<file path="src/rtl/jpeg_pipe_pkg.sv">
// Shared definitions for the elastic decoder pipeline register: default sizing,
// level-width helper and handshake assertion macros.
`ifndef JPEG_PIPE_SVA
`define JPEG_PIPE_SVA
`define JPP_ASSERT_HOLD(clk, rst_n, flush, vld, rdy, dat) \
    assert property (@(posedge clk) disable iff (!rst_n) \
        ((vld) && !(rdy) && !(flush)) |=> ((vld) && $stable(dat)))
`define JPP_ASSERT_NEVER(clk, rst_n, cond) \
    assert property (@(posedge clk) disable iff (!rst_n) !(cond))
`endif

package jpeg_pipe_pkg;

    localparam int DefDataW = 8;
    localparam int DefDepth = 2;

    // Level must represent 0..2*depth inclusive.
    function automatic int lvl_w(input int depth);
        return $clog2(2 * depth + 1);
    endfunction

endpackage

</file>
<file path="src/rtl/jpeg_skid_stage.sv">
// One elastic stage: main register M feeds downstream, skid register S catches
// the beat that arrives while M is stalled so the ready path stays registered.
module jpeg_skid_stage
    import jpeg_pipe_pkg::*;
#(
    parameter int DATA_W = DefDataW
) (
    input  logic              clk,
    input  logic              rst_n,
    input  logic              flush,
    input  logic [DATA_W-1:0] in_data,
    input  logic              in_valid,
    output logic              in_ready,
    output logic [DATA_W-1:0] out_data,
    output logic              out_valid,
    input  logic              out_ready
);

    logic [DATA_W-1:0] mData_q, mData_d;
    logic [DATA_W-1:0] sData_q, sData_d;
    logic              mValid_q, mValid_d;
    logic              sValid_q, sValid_d;
    logic              inAcc;
    logic              outAcc;

    assign in_ready  = !sValid_q;
    assign out_data  = mData_q;
    assign out_valid = mValid_q;
    assign inAcc     = in_valid && !sValid_q;
    assign outAcc    = mValid_q && out_ready;

    always_comb begin
        mData_d  = mData_q;
        sData_d  = sData_q;
        mValid_d = mValid_q;
        sValid_d = sValid_q;
        if (flush) begin
            mValid_d = 1'b0;
            sValid_d = 1'b0;
        end else if (outAcc) begin
            if (sValid_q) begin
                mData_d  = sData_q;
                mValid_d = 1'b1;
                sValid_d = 1'b0;
            end else if (inAcc) begin
                mData_d  = in_data;
                mValid_d = 1'b1;
            end else begin
                mValid_d = 1'b0;
            end
        end else if (!mValid_q) begin
            if (inAcc) begin
                mData_d  = in_data;
                mValid_d = 1'b1;
            end
        end else if (inAcc) begin
            // M is stalled; park the beat in S, which closes in_ready next cycle.
            sData_d  = in_data;
            sValid_d = 1'b1;
        end
    end

    always_ff @(posedge clk or negedge rst_n) begin
        if (!rst_n) begin
            mData_q  <= '0;
            sData_q  <= '0;
            mValid_q <= 1'b0;
            sValid_q <= 1'b0;
        end else begin
            mData_q  <= mData_d;
            sData_q  <= sData_d;
            mValid_q <= mValid_d;
            sValid_q <= sValid_d;
        end
    end

    `JPP_ASSERT_HOLD(clk, rst_n, flush, out_valid, out_ready, out_data);

endmodule

</file>
<file path="src/rtl/jpeg_pipe_reg.sv">
// Elastic pipeline register: DEPTH chained skid stages (latency DEPTH, capacity
// 2*DEPTH) plus a registered occupancy count, with synchronous flush.
module jpeg_pipe_reg
    import jpeg_pipe_pkg::*;
#(
    parameter int  DATA_W = DefDataW,
    parameter int  DEPTH  = DefDepth,
    localparam int LVL_W  = lvl_w(DEPTH)
) (
    input  logic              clk,
    input  logic              rst_n,
    input  logic              flush,
    input  logic [DATA_W-1:0] in_data,
    input  logic              in_valid,
    output logic              in_ready,
    output logic [DATA_W-1:0] out_data,
    output logic              out_valid,
    input  logic              out_ready,
    output logic [LVL_W-1:0]  level
);

    localparam logic [LVL_W-1:0] MaxLvl = LVL_W'(2 * DEPTH);

    logic [DATA_W-1:0] chainData  [DEPTH+1];
    logic              chainValid [DEPTH+1];
    logic              chainReady [DEPTH+1];
    logic [LVL_W-1:0]  level_q, level_d;
    logic              inAcc;
    logic              outAcc;

    assign chainData[0]      = in_data;
    assign chainValid[0]     = in_valid;
    assign chainReady[DEPTH] = out_ready;

    for (genvar k = 0; k < DEPTH; k++) begin : g_stage
        jpeg_skid_stage #(
            .DATA_W(DATA_W)
        ) u_stage (
            .clk      (clk),
            .rst_n    (rst_n),
            .flush    (flush),
            .in_data  (chainData[k]),
            .in_valid (chainValid[k]),
            .in_ready (chainReady[k]),
            .out_data (chainData[k+1]),
            .out_valid(chainValid[k+1]),
            .out_ready(chainReady[k+1])
        );
    end

    assign in_ready  = chainReady[0];
    assign out_data  = chainData[DEPTH];
    assign out_valid = chainValid[DEPTH];
    assign level     = level_q;
    assign inAcc     = in_valid && in_ready;
    assign outAcc    = out_valid && out_ready;

    always_comb begin
        level_d = level_q;
        if (flush) begin
            level_d = '0;
        end else begin
            case ({inAcc, outAcc})
                2'b10:   level_d = level_q + LVL_W'(1);
                2'b01:   level_d = level_q - LVL_W'(1);
                default: level_d = level_q;
            endcase
        end
    end

    always_ff @(posedge clk or negedge rst_n) begin
        if (!rst_n) begin
            level_q <= '0;
        end else begin
            level_q <= level_d;
        end
    end

    `JPP_ASSERT_HOLD(clk, rst_n, flush, out_valid, out_ready, out_data);
    `JPP_ASSERT_NEVER(clk, rst_n, level_q > MaxLvl);
    `JPP_ASSERT_NEVER(clk, rst_n, (level_q == MaxLvl) && inAcc);
    `JPP_ASSERT_NEVER(clk, rst_n, (level_q == '0) && outAcc);

endmodule

</file>
<file path="config.mk">
export PLATFORM = sky130hd
export DESIGN_NAME = jpeg_pipe_reg
export DESIGN_NICKNAME = d
export VERILOG_FILES = /design/src/rtl/jpeg_pipe_pkg.sv /design/src/rtl/jpeg_skid_stage.sv /design/src/rtl/jpeg_pipe_reg.sv
export SDC_FILE = /design/constraint.sdc
export NUM_CORES = 1
export LEC_CHECK = 0
export ABC_AREA = 1
export CORE_ASPECT_RATIO = 0.7
export CORE_UTILIZATION = 55
export DETAILED_ROUTE_END_ITERATION = 10
export GPL_ROUTABILITY_DRIVEN = 0
export GPL_TIMING_DRIVEN = 1
export PLACE_DENSITY = 0.79
export SYNTH_ARGS = -nofsm -noshare
export SYNTH_HDL_FRONTEND = slang
export SYNTH_SLANG_ARGS = --single-unit
</file>
<file path="constraint.sdc">
create_clock -name clk -period 1.7 [get_ports clk]
set_input_delay 0.34 -clock clk [delete_from_list [all_inputs] [get_ports clk]]
set_output_delay 0.34 -clock clk [all_outputs]
set_load 0.01 [all_outputs]
</file>
==> run metrics <==
Worst R2R End level[1]$_DFFE_PN0P_; fin crit period 1.619 ns; Die ar. 4067 sq um; max cap viols 0; CTS Buf Count 5; adder-cell area share of the yosys netlist 0.009547; crit path from level[2]$_DFFE_PN0P_; Crit path buffers/inverters 1; Yosys top cell area share 0.4654; # DRC 0; DR pass1 iterations 4; Final Instance Area about 2500 sq um; Vias roughly 1,700; die height between 50 and 60 um; GRT Util Overall 0.2356; CP cell instances clkdlybuf4s50_1; Max VDD drop 637.1 uV; Mapped Avg Cell Area 7.738 sq um; clk_lat worst skew 0.30 ns; Nets 320; Hold WC Path Type input port to asynchronous set/reset pin; non-filler cells, final 357; routed wire length per instance 11.57 um; overflow left after global routing 0; max_slew headroom 0.6817; root buf cell clkbuf_8; cells after synthesis 271; Sink Count 39; clock-pin slew on the worst setup and hold paths 0.08 ns; Buffers on Ports 25; syn nets 285; fmax 0.6175 GHz; hold_buf cts 0; RSZ-0062 raised after global routing false; clk_skew 0.004162 ns; first-pass GRT wire length 6913 um; Slew Viols, Final 0; endpoints failing setup 0; mux share of post-synthesis cell area 0; Area Growth Syn to Fin 21.48%; DP Area 2440 sq um; Vias/cell a little under 5; Yosys reg bits 39; worst r2r path cells 7; total power draw between 2 and 2.5 mW; status complete, but fails checks; failing checks negative hold slack; Rows 18; DIE WIDTH 75.80 um; Detailed Route WL 4129 um; r2r setup slk approximately 0.24 ns; HPWL Detailed 3013 um; largest net degree at the start of global routing 21; Ant. Diodes 0; Post-Syn Area ~2100 sq um; Worst Path Required 1.36 ns; CP startpoint kind flip-flop; Crit-path slowest cell clkdlybuf4s50_1; worst r2r src g_stage[0].u_stage.sValid_q$_DFFE_PN0P_; core box area 3581 sq um; post-synthesis xor/xnor area fraction 0.004177; worst slew pin tran 0.4775 ns; Compound-Gate Fraction of Synth Area 0.09427; I/O pin count 26; cell taking the most area after synthesis dfrtp_1; Critical Path AT between 1 and 1.5 ns; Worst setup EP type output pin; CP Class flip-flop to output pin; Worst path max stage delay 0.56 ns; ANT nets after route 0; starting density of the core 0.5856; CP delay by family, top buffers and inverters; Tcrit/Tclk final 0.9526; power density cells 940.3 nW/um^2; crit path max fanout 5; vias in the first global route 1,597; Leak roughly 1.4 nW; Cell variety after synth 26; layout cells sized above 1 0.1498; YS warnings 0; initial antenna violation count 0; number of instances in the placed design 346; Post-Synth Simple-Gate Area 0.2912; TritonCTS clock tree yes; deepest clock path buffer count 2; CTS HTree Levels 2; Seq/Total Area, Yosys 0.4654; Hold WS -0.006548 ns; Synth area leaders dfrtp_1, nand2_1, inv_1, nand3_1, nor2_1; 1st-iter DRT viols 112; Hold Fails Final Rpt 18; largest family of logic cells by synthesized area simple AND/OR/NAND/NOR gates
[how the worst max path moves through the flow]
stage,end,slack [ns],depth (start not counted)
CTS,level[1]$_DFFE_PN0P_,0.0002,9
global route,level[2],0.03,1
floorplan,level[1]$_DFFE_PN0P_,0.14,7
detailed placement,level[2]$_DFFE_PN0P_,-0.33,10
finish,level[2],0.08,1
global placement,level[2]$_DFFE_PN0P_,-0.27,10
[power by group]
| group | total (mW) | leakage [nW] | internal, mW | switching (mW) |
|---|---|---|---|---|
| registers | 1.18 | 0.476 | 1.09 | 0.0980 |
| logic | 0.597 | 0.881 | 0.296 | 0.301 |
| clock network | 0.613 | 0.0422 | 0.288 | 0.325 |
[timing repair]
| item | CTS | global route |
|---|---|---|
| hold endpoints to repair | 0 | 0 |
| setup endpoints to repair | 2 | 2 |
| pin swaps | 0 | 1 |
| resized for setup | 2 | 1 |
| buffers inserted | 0 | 3 |
[cell type report]
class                           count  area [sq um]
Clock buffer                        7         76.32
Fill cell                         289          1033
Inverter                           49         183.9
Timing Repair Buffer               41         404.1
Tap cell                           50         62.56
Clock inverter                      1         5.005
Sequential cell                    39         975.9
Multi-Input combinational cell    170         839.6
[cell families after synthesis]
kind of cell / after synthesis
fa+ha+maj: 1
buf+inv: 62
xor+xnor: 1
simple gates: 138
compound gates: 30
flops: 39
[routing by layer]
layer	vias to the layer above	track usage	part of all wire	wire [um]
met5	-	0	0	0
met4	0	0.08333	0.011	46
met3	7	0.05056	0.044	181
met2	36	0.4012	0.47	1925
met1	814	0.2987	0.48	1974
li1	890	-	-	-
[state kept, by name, summed over array words and instances (netlist names)]
name,count
g_stage.u_stage.out_data,16
g_stage.u_stage.sData_q,16
level,3
g_stage.u_stage.out_valid,2
g_stage.u_stage.sValid_q,2
[per-stage QoR]
step,worst slack [ns],util,setup TNS [ns],hold slack [ns]
floorplan,0.1404,-,0,0.04441
CTS,0.0002176,0.7044,0,0.01011
global route,0.03177,0.7114,0,0.02437
detailed placement,-0.3340,0.6813,-0.6661,0.3246
finish,0.08052,0.7114,0,-0.006548
global placement,-0.2712,0.6813,-0.4802,0.3172
[layout by cell type, fill, tap and decap left out, types with 2 or more instances in the layout]
| cell type | netlist | layout |
|---|---|---|
| or2_2 | 2 | 2 |
| a21oi_1 | 4 | 4 |
| nand2_4 | 2 | 2 |
| clkbuf_1 | 0 | 2 |
| o21ai_1 | 4 | 4 |
| dfrtp_1 | 39 | 39 |
| nand3_1 | 25 | 25 |
| nand2_2 | 2 | 2 |
| inv_1 | 48 | 48 |
| clkbuf_8 | 0 | 5 |
| nand2_1 | 76 | 76 |
| nand3_2 | 2 | 2 |
| o21ai_0 | 10 | 10 |
| nor2_2 | 2 | 2 |
| nor2_1 | 24 | 24 |
| buf_12 | 0 | 3 |
| o31ai_1 | 2 | 2 |
| o21ai_2 | 8 | 8 |
| clkdlybuf4s50_1 | 0 | 22 |
| buf_4 | 9 | 13 |
[synthesized netlist by cell type (all sizes together)]
cell   instances
a21oi          5
nand2         80
nand4          2
o21ai         22
dfrtp         39
o31ai          2
a31oi          1
nand3         27
xnor2          1
nor2          27
buf           13
or2            2
inv           49
fa             1
(Power assumes the default switching activity.)
==> RTL edit 1: new RTL, config.mk and constraints unchanged <==
Change the package constant `DefDepth` from 2 to 1.
--- a/src/rtl/jpeg_pipe_pkg.sv
+++ b/src/rtl/jpeg_pipe_pkg.sv
@@ -13,5 +13,5 @@
 
     localparam int DefDataW = 8;
-    localparam int DefDepth = 2;
+    localparam int DefDepth = 1;
 
     // Level must represent 0..2*depth inclusive.
Ports: changed (resized level); port bits go from 26 to 25. No check against the original RTL was run, so the function may have changed too.
==> RTL edit 1 against the original RTL <==
- count of clock-buffer cells in the layout decreased by 3
- critical path depth unchanged
- maximum frequency fell by 0.21%
- sequential power shrank 48%
- cell count down 45%
- setup slack worse by 3.4 ps
- design area is 44% lower
- power down 47%
- critical path type unchanged
- area after synthesis fell by 47%
- sequential cell count fell by 19
- die area fell by 46%
- routed wire length fell by 45%
==> RTL edit 1: results (changes against the original RTL) <==
* Via count at 950 (-46%)
* Rel. slew slack at 0.8132 (+0.1316)
* Drt pass-1 iters at 4 (unchanged)
* Synth Area in Compound Gates at 0.1110 (+0.01671)
* First-pass GRT wire length at 3.608 mm (-48%)
* Dpl hpwl at 1.624 mm (-46%)
* Syn Nets at 158 (-45%)
* Fin util at 0.7585 (+0.04714)
* Layout fillers at 151 (-48%)
* Switching Fraction at 0.3059 (+0.003573)
* Synth area leaders: dfrtp_1 (45%), nand2_1 (17%), inv_1 (9.9%)
* PortBufs at 24 (-4.0%)
* Met3 Resource Use GR at 0.07921 (+0.02865)
* Post-synthesis sequential area ratio at 0.4530 (-0.01239)
* Layout Cells excl Fill at 197 (-45%)
* Status: completed
* CTS Buf Count at 3 (-2)
* Post-Route M1 WL at 1.165 mm (-41%)
* GRT Resource Usage Total at 0.2270 (-0.008552)
* Met2 WL at 987 um (-49%)
* Mean Syn Cell Area at 7.619 um2 (-1.5%)
* Post-Synth XOR/XNOR Area at 0 (-0.004177)
* Vias in the first global route at 807 (-49%)
* Hold_ws at 351.9 ps (+358.5 ps)
* Shortest period the worst path allows at 1623 ps (+3.416 ps)
* Placed insts at 192 (-45%)
* Synth unique cells at 19 (-27%)
* Share of cells above drive strength 1 at 0.1657 (+0.01588)
* Clock slew at reported path FFs at 110 ps (+30 ps)
* DR iter-0 viols at 40 (-64%)
* Pwr/cell area at 896.4 nW/um2 (-4.7%)
* Max FO, Critical Path at 4 (-1)
* Reg2reg setup slack at 340 ps (+100 ps)
* Pleak at 0.7666 nW (-45%)
* Pre-CTS setup slack at 15.38 ps (+349.4 ps)
* Combinational group power at 372 uW (-38%)
* Root Driver: clkbuf_4
* CTS H-tree lvls at 1 (-1)
* Crit path capture: out_valid
* Max Clock Skew at 4.320 ps (+0.1581 ps)
* Clock Power Share at 0.220 (-0.036)
* M1 GR Usage at 0.2998 (+0.001109)
* Post-Synth Adder-Cell Area at 0 (-0.009547)
* Reg2reg end: g_stage[0].u_stage.sData_q[7]
* Reg2reg path depth at 5 (-2)
* Drt total wl at 2.276 mm (-45%)
## RTL edit 1: changes by cell type after synthesis, sizes merged, moves of 2 or more
cell   before  now
nand2      80   55
o21ai      22   16
inv        49   32
buf        13    2
nor2       27    6
dfrtp      39   20
a21oi       5    1
nand3      27   11
nand4       2    0
or2         2    0
## RTL edit 1: kinds of logic after synthesis
kind of cell | after synthesis
buf+inv | 35
simple gates | 72
flops | 20
compound gates | 18
## RTL edit 1: final cells by class
| cell class | instances | share of cell area |
|---|---|---|
| repair buffers | 28 | 0.1922 |
| flip-flops and latches | 20 | 0.3527 |
| inverters | 33 | 0.08818 |
| clock buffers | 4 | 0.02557 |
| well taps | 22 | 0.01940 |
| multi-input cells | 90 | 0.3219 |
## RTL edit 1: timing repair
item | in CTS | in global routing
buffers inserted | 1 | 0
gates resized for setup | 0 | 1
setup endpoints to repair | 1 | 1
==> RTL edit 2: new RTL, same flow settings <==
Without the edit above. `mData_q` no longer has a reset.
--- a/src/rtl/jpeg_skid_stage.sv
+++ b/src/rtl/jpeg_skid_stage.sv
@@ -63,10 +63,8 @@
     always_ff @(posedge clk or negedge rst_n) begin
         if (!rst_n) begin
-            mData_q  <= '0;
             sData_q  <= '0;
             mValid_q <= 1'b0;
             sValid_q <= 1'b0;
         end else begin
-            mData_q  <= mData_d;
             sData_q  <= sData_d;
             mValid_q <= mValid_d;
@@ -75,4 +73,8 @@
     end
 
+    always_ff @(posedge clk) begin
+        mData_q <= mData_d;
+    end
+
     `JPP_ASSERT_HOLD(clk, rst_n, flush, out_valid, out_ready, out_data);
 
Check against the original RTL: differs if rst_n is asserted again (counterexample within 4 cycles, from zero or initial values and one cycle with rst_n low); with rst_n held inactive, the same outputs for 10 cycles.
==> RTL edit 2 against the original RTL <==
- power is 11% lower
- design area is 9.4% lower
- cell count is 20% lower
- core utilization is 0.24 points lower
- area after synthesis is 7.9% lower
- sequential cell count stayed put
- setup slack worse by 40 ps
- routed wire length is 11% lower
==> RTL edit 2: results (changes against the original RTL) <==
* Seq_cells at 39 (unchanged)
* Post-Synth Adder-Cell Area at 0.01037 (+0.0008229)
* Clock buffer count at 5 (-2)
* Synth top cells by count: nand2_1 (50), nor2_1 (26), dfrtp_1 (23)
* Post-synthesis sequential area ratio at 0.5470 (+0.08159)
* Hold Path Class: input pin to async pin
* Layout Cells excl Fill at 284 (-20%)
* Reg2reg path depth at 10 (+3)
* Pleak at 1.074 nW (-23%)
* Non-clock buffers at 36 (-12%)
* PortBufs at 25 (unchanged)
* Delay of the slowest critical-path stage at 530 ps (-30 ps)
* GRT Resource Usage Total at 0.2196 (-0.01602)
* Register area at 1057 um2 (+8.3%)
* Vias in the first global route at 1402 (-12%)
* Tot Pwr at 2.123 mW (-11%)
* Synth area leaders: dfrtp_1 (30%), edfxtp_1 (25%), nand2_1 (9.7%)
* First-pass GRT wire length at 6.154 mm (-11%)
* Clk cell area share at 0.03633 (+0.004409)
* Synth unique cells at 25 (-3.8%)
* Mean Syn Cell Area at 9.372 um2 (+21%)
* Share of cells above drive strength 1 at 0.1730 (+0.02316)
* Status: completed
* Fraction of area in multi-input gates at 0.2950 (-0.03456)
* Main synth FF type: dfrtp_1
* Placed insts at 274 (-21%)
* Syn Nets at 220 (-23%)
* Multi-input comb cells at 129 (-24%)
* Yosys top cell area share at 0.2981 (-0.1673)
* Nets at 250 (-22%)
* Reg2reg end: level[2]
* DR iter-0 viols at 71 (-37%)
* Buffering overhead at 0.1443 (-0.01439)
* Async SR Flop Fraction at 0.5897 (-0.4103)
* Post-synth EDFFs at 16 (+16)
* Signal inverters at 25 (-49%)
* Fin util at 0.7090 (-0.002433)
* Placed instance area at 2205 um2 (-9.6%)
* Via density per instance at 5.116 (+4.5%)
* Rel. slew slack at 0.6771 (-0.004531)
* Largest net degree at the start of global routing at 24 (+14%)
* Max Clock Skew at 6.142 ps (+1.980 ps)
* Max FO, Critical Path at 3 (-2)
* Fin worst setup slack at 40.62 ps (-39.90 ps)
* VDD IR-drop max at 551.4 uV (-13%)
* Synth Area in Compound Gates at 0.1264 (+0.03211)
* Crit path DAT at 1320 ps (+40 ps)
* Avg WL per Cell at 12.90 um (+12%)
* Initial antenna violation count at 0 (unchanged)
RTL edit 2: worst min path at each step:
stage                                   from                       endpoint  slack [ps]
2_1_floorplan                          rst_n   g_stage[0].u_stage.out_valid          40
3_3_place_gp   g_stage[0].u_stage.sData_q[3]  g_stage[0].u_stage.sData_q[3]         470
3_5_place_dp   g_stage[1].u_stage.sData_q[0]  g_stage[1].u_stage.sData_q[0]         470
4_1_cts                                rst_n  g_stage[1].u_stage.sData_q[1]         430
5_1_grt                                rst_n  g_stage[0].u_stage.sData_q[3]         450
6_report                               rst_n  g_stage[1].u_stage.sData_q[1]         410
RTL edit 2: metal layers:
layer	part of all wire	up-vias	GRT usage	routed length (um)
met2	0.49	45	0.3707	1800
li1	-	724	-	-
met5	0	-	0	0
met4	0.0027	0	0.04902	10
met3	0.052	4	0.05233	191
met1	0.45	680	0.2911	1662
RTL edit 2: timing repair:
action,4_1_cts,5_1_grt
endpoints found under the setup margin,1,2
buffers inserted,0,2
resized for setup,1,1
